[src/rtl/alu_result_pkg.sv]
// Shared definitions for the ALU result buffer: default width, path tags, entry layout.
// Optional per-path push statistics are enabled with the ALU_RESULT_STATS_EN macro.
package alu_result_pkg;

  localparam int ALU_BITS_SIZE = 64;

  localparam logic PATH_VEC1 = 1'b1;
  localparam logic PATH_VEC2 = 1'b0;

  // Queue entry layout at the default width: tag sits above the data word.
  typedef struct packed {
    logic                     tag;
    logic [ALU_BITS_SIZE-1:0] data;
  } alu_entry_t;

endpackage

[src/rtl/alu_result_fifo.sv]
// Generic synchronous FIFO with valid/ready on both sides and an occupancy count.
// Storage is not reset; only pointers and occupancy are cleared.
module alu_result_fifo #(
  parameter int WIDTH = 65,
  parameter int DEPTH = 4
) (
  input  logic                   clk,
  input  logic                   reset,
  input  logic                   push_valid,
  output logic                   push_ready,
  input  logic [WIDTH-1:0]       push_data,
  output logic                   pop_valid,
  input  logic                   pop_ready,
  output logic [WIDTH-1:0]       pop_data,
  output logic [$clog2(DEPTH):0] level
);

  localparam int AW = $clog2(DEPTH);
  localparam logic [AW:0] FULL_LVL = (AW+1)'(DEPTH);

  logic [WIDTH-1:0] mem [DEPTH];
  logic [AW-1:0]    wr_ptr;
  logic [AW-1:0]    rd_ptr;
  logic [AW:0]      cnt;
  logic             push;
  logic             pop;

  // Ready depends only on registered occupancy, never on the pop side.
  assign push_ready = (cnt != FULL_LVL);
  assign pop_valid  = (cnt != '0);
  assign push       = push_valid && push_ready;
  assign pop        = pop_valid && pop_ready;
  assign level      = cnt;
  assign pop_data   = pop_valid ? mem[rd_ptr] : '0;

  always_ff @(posedge clk) begin
    if (reset) begin
      wr_ptr <= '0;
      rd_ptr <= '0;
      cnt    <= '0;
    end else begin
      if (push) wr_ptr <= wr_ptr + 1'b1;
      if (pop)  rd_ptr <= rd_ptr + 1'b1;
      if (push && !pop)      cnt <= cnt + 1'b1;
      else if (pop && !push) cnt <= cnt - 1'b1;
    end
  end

  always_ff @(posedge clk) begin
    if (push) mem[wr_ptr] <= push_data;
  end

endmodule

[src/rtl/alu_result_buffer.sv]
// Captures the driven half of the ALU demux output, tags it with its path and queues it for writeback.
// Define ALU_RESULT_STATS_EN to add saturating per-path push counters (path1Count/path2Count).
module alu_result_buffer
  import alu_result_pkg::*;
#(
  parameter int BITS_SIZE = ALU_BITS_SIZE,
  parameter int DEPTH     = 4
`ifdef ALU_RESULT_STATS_EN
  , parameter int CNT_W   = 16
`endif
) (
  input  logic                   clk,
  input  logic                   reset,
  input  logic [BITS_SIZE-1:0]   inputVector1,
  input  logic [BITS_SIZE-1:0]   inputVector2,
  input  logic                   aluOpSel,
  input  logic                   inValid,
  output logic                   inReady,
  output logic [BITS_SIZE-1:0]   outData,
  output logic                   outPath,
  output logic                   outValid,
  input  logic                   outReady,
  output logic [$clog2(DEPTH):0] level
`ifdef ALU_RESULT_STATS_EN
  , output logic [CNT_W-1:0]     path1Count
  , output logic [CNT_W-1:0]     path2Count
`endif
);

  logic [BITS_SIZE:0] cap_entry;
  logic [BITS_SIZE:0] head_entry;
  logic               cap_tag;

  // Only the vector the demux is driving is looked at; the high-Z side never reaches the queue.
  assign cap_tag   = aluOpSel ? PATH_VEC1 : PATH_VEC2;
  assign cap_entry = aluOpSel ? {cap_tag, inputVector1} : {cap_tag, inputVector2};

  alu_result_fifo #(
    .WIDTH (BITS_SIZE + 1),
    .DEPTH (DEPTH)
  ) u_fifo (
    .clk        (clk),
    .reset      (reset),
    .push_valid (inValid),
    .push_ready (inReady),
    .push_data  (cap_entry),
    .pop_valid  (outValid),
    .pop_ready  (outReady),
    .pop_data   (head_entry),
    .level      (level)
  );

  assign outData = head_entry[BITS_SIZE-1:0];
  assign outPath = head_entry[BITS_SIZE];

`ifdef ALU_RESULT_STATS_EN
  function automatic logic [CNT_W-1:0] sat_inc(input logic [CNT_W-1:0] v);
    return (&v) ? v : v + CNT_W'(1);
  endfunction

  logic push;
  assign push = inValid && inReady;

  always_ff @(posedge clk) begin
    if (reset) begin
      path1Count <= '0;
      path2Count <= '0;
    end else if (push) begin
      if (cap_tag == PATH_VEC1) path1Count <= sat_inc(path1Count);
      else                      path2Count <= sat_inc(path2Count);
    end
  end
`else
  // Statistics disabled: no counters or ports are built.
`endif

endmodule
[config.mk]
export PLATFORM = sky130hd
export DESIGN_NAME = alu_result_buffer
export DESIGN_NICKNAME = d
export VERILOG_FILES = /design/src/rtl/alu_result_pkg.sv /design/src/rtl/alu_result_fifo.sv /design/src/rtl/alu_result_buffer.sv
export SDC_FILE = /design/constraint.sdc
export NUM_CORES = 1
export LEC_CHECK = 0
export CAP_MARGIN = 20
export CORE_MARGIN = 1
export CORE_UTILIZATION = 54
export CTS_BUF_LIST = sky130_fd_sc_hd__clkbuf_8
export DETAILED_ROUTE_END_ITERATION = 7
export PLACE_DENSITY = 0.82
export SLEW_MARGIN = 20
export SYNTH_ARGS = -nofsm -noshare
export SYNTH_HDL_FRONTEND = slang
export SYNTH_SLANG_ARGS = --single-unit
export TNS_END_PERCENT = 20
[constraint.sdc]
create_clock -name clk -period 3.6 [get_ports clk]
set_input_delay 1.08 -clock clk [delete_from_list [all_inputs] [get_ports clk]]
set_output_delay 1.08 -clock clk [all_outputs]
set_load 0.02 [all_outputs]
==> key figures <==
Power and ir drop
  – Tot Pwr: 9.66 mW
  – P_leak: 4.95 nW
  – Max rail drop VDD: around 0.55 mV
  – Sw Share: 29.7%
  – Internal power: 6.79 mW
  – Clock share of power: 22.9%
  – Sequential share of power: about two fifths
  – PwrDens: a little under 700 mW/mm²
  – Comb pwr share: 35.9%
  – Switch Pwr: 2.87 mW

Timing
  – Hold Vio Cnt, Final: 0
  – Headroom to the max-slew limit: 67.0%
  – # setup viols final: 0
  – PnR worst setup slack: 0.0637 ns
  – Worst-margin pin slew: 0.495 ns
  – Final min period: 3.54 ns
  – Fmax: 0.283 GHz
  – Final Skew: 0.0156 ns
  – Period utilization: ~100%
  – Unrepaired setup endpoints after global routing: true
  – Slew Viols, Final: 0

Setup path
  – Critical path launch point type: flip-flop
  – Kind of critical path: flip-flop to output pin
  – Crit-path max FO: 31
  – Arrival time at the worst endpoint: 2.46 ns
  – WP data required: 2.52 ns
  – Worst setup EP type: output pin

Placed design
  – Placed Area: 0.0135 mm²
  – Port bufs: 202
  – Final GP Congestion: 0.755
  – Placed Instances: 985
  – DP HPWL: 13.8 mm
  – Dpl ws: 0.314 ns

Synthesis
  – Post-synth EDFFs: 260
  – Ranking of synthesized cells by area: edfxtp_1 71%, mux4_2 13%, mux2_2 6.6%
  – Ys async rst share: 0%
  – Commonest cells in the netlist: 260 x edfxtp_1, 69 x and2_1, 65 x mux2_2, 65 x mux4_2, 13 x buf_2
  – Most frequent cell after synthesis: edfxtp_1
  – Synthesized area: 0.0110 mm²
  – Cells after Synth: 530
  – Post-Syn Area per Cell: 20.8 µm²
  – Post-synthesis sequential area ratio: 72.4%
  – Largest area contributor in the netlist: edfxtp_1
  – Netlist cell types: 22
  – Syn_nets: 669
  – Share of the synthesized area in the top cell type: 70.8%
  – Synthesized flop and latch total: 269
  – Top_reg_cell synth: edfxtp_1
  – Yosys warning total: 0

Global route
  – Pin count of the biggest net entering global routing: 69
  – Initial antenna violation count: 0
  – First-pass GRT wire length: 34.1 mm
  – Vias in the first global route: 6463
  – Total track usage: 21.4%
  – Grt total ovfl: 0

Routing
  – WL/cell: 20.6 µm
  – Vias/cell: 5.51
  – Drt drc: 0
  – DRT Pass-1 Iters: 4
  – Iter 0 DRT Violations: 260
  – Final ANT Viol Nets: 0
  – Post-Route WL: roughly 22 mm
  – Via Count: 5815

Die
  – DIE HEIGHT: 145 µm
  – IO Pins: between 200 and 250
  – Placement Rows: 51
  – Initial core utilization: 55.9%
  – Core area: 0.0197 mm²
  – DIE AREA: 0.0210 mm²
  – Die X: 145 µm

Clock tree
  – CTS tree: yes
  – Clock Tree Buf Depth: 3
  – Clock transition at path regs: 0.06 ns
  – Clk Latency, worst-skew pair: roughly 0.53 ns
  – Clk sinks: 269
  – Root buf cell: clkbuf_8
  – CTS Buf Count: 41
  – H-tree depth: 2

Finish
  – Share of cells above drive strength 1: about a quarter
  – Final non-filler cell total: 1055
  – FILL cells: roughly 1.2k
  – FF+latch area: 0.00800 mm²
  – Nets: 907
  – N_diodes: 0
  – Post-route cell area: 0.0143 mm²
  – Synth-to-Final Area Change: 29.6%
  – Area occupied by multi-input gates: approximately 0.0029 mm²

Min path
  – Min-Delay Path Class: flip-flop to flip-flop

Outcome
  – Status: completed

Job
  – Max-cap violations: 0
==> worst max-delay path, stage by stage (launching register included) <==
cell	delay, ns
dfxtp_1	0.38
or3_2	0.51
buf_4	0.26
and2_1	0.22
clkdlybuf4s50_1	0.54
==> per-stage QoR <==
step	hold WS [ns]	setup TNS [ns]	util (%)
2_1_floorplan	0.482	0	-
3_5_place_dp	0.517	0	68.4
4_1_cts	0.543	-0.00116	72.1
5_1_grt	0.580	-0.0455	72.5
3_3_place_gp	0.492	0	68.4
6_report	0.545	0	72.5
==> worst paths after layout <==
check / cells after the start / endpoint / slack, ns / start
worst max-delay path: 4 / outData[29] / 0.06 / u_fifo.level[2]
worst min-delay path: 2 / u_fifo.rd_ptr[1] / 0.54 / u_fifo.rd_ptr[1]
worst max register to register: 8 / u_fifo.level[2] / 1.22 / u_fifo.level[0]
worst min register to register: 2 / u_fifo.rd_ptr[1] / 0.54 / u_fifo.rd_ptr[1]
==> per-layer routing <==
layer | share of wire, % | vias to the layer above | GRT usage, %
met2 | 50 | 228 | 35.5
met5 | 0 | - | 0
met3 | 6.3 | 58 | 4.53
li1 | - | 2600 | -
met4 | 3.2 | 0 | 9.10
met1 | 41 | 2929 | 27.6
==> flip-flops by register name, summed over array words and instances, names as in the netlist, named ones only <==
signal / count
u_fifo.mem: 260
u_fifo.level: 3
u_fifo.rd_ptr: 2
u_fifo.wr_ptr: 2
==> kinds of logic after synthesis <==
| family | Yosys count | synth area share (%) |
|---|---|---|
| AOI/OAI and AO/OA | 5 | 0.340 |
| xor gates and xnor gates | 4 | 0.318 |
| adders and majority gates | 6 | 0.749 |
| buffers and inverters | 32 | 1.64 |
| DFF | 269 | 72.4 |
| muxes | 132 | 20.1 |
| and+or+nand+nor | 82 | 4.45 |
==> cell usage in the layout (no fill, tap or decap), types with 2 or more instances in the layout <==
master,Yosys,layout
nand2b_1,2,2
ha_1,5,5
dfxtp_1,9,7
dfxtp_4,0,2
inv_1,3,11
nor2_1,8,8
clkinv_1,0,10
clkbuf_8,0,42
edfxtp_1,260,260
clkinv_2,0,2
and2_1,69,65
mux2i_1,2,2
buf_4,0,8
dlymetal6s2s_1,0,19
buf_6,6,2
buf_12,0,11
and2_4,0,4
xor2_1,4,4
clkdlybuf4s50_1,0,182
mux4_2,65,65
mux2_2,65,65
==> timing repair <==
item | CTS | global route
cloned | 0 | 0
gates resized for setup | 2 | 19
hold buffers | 0 | 0
pin swaps | 0 | 0
endpoints found under the setup margin | 55 | 40
buffers inserted | 2 | 3
==> power groups by stage <==
stage	sequential [mW]	clock, mW	combinational, mW
CTS	3.99	2.26	3.51
detailed placement	4.07	0	3.46
finish	3.97	2.22	3.47
global route	4.00	2.40	3.69
floorplan	3.99	0	2.06
global placement	4.04	0	3.41
==> layout make-up <==
class                           instances  share of cell area (%)
Timing Repair Buffer                  224                    16.7
Tap cell                              265                    2.32
Clock buffer                           42                    4.04
Sequential cell                       269                    55.9
Multi-Input combinational cell        229                    20.1
Inverter                                3                  0.0788
Clock inverter                         23                   0.867
Note: power is estimated with default switching activity, not from simulation.
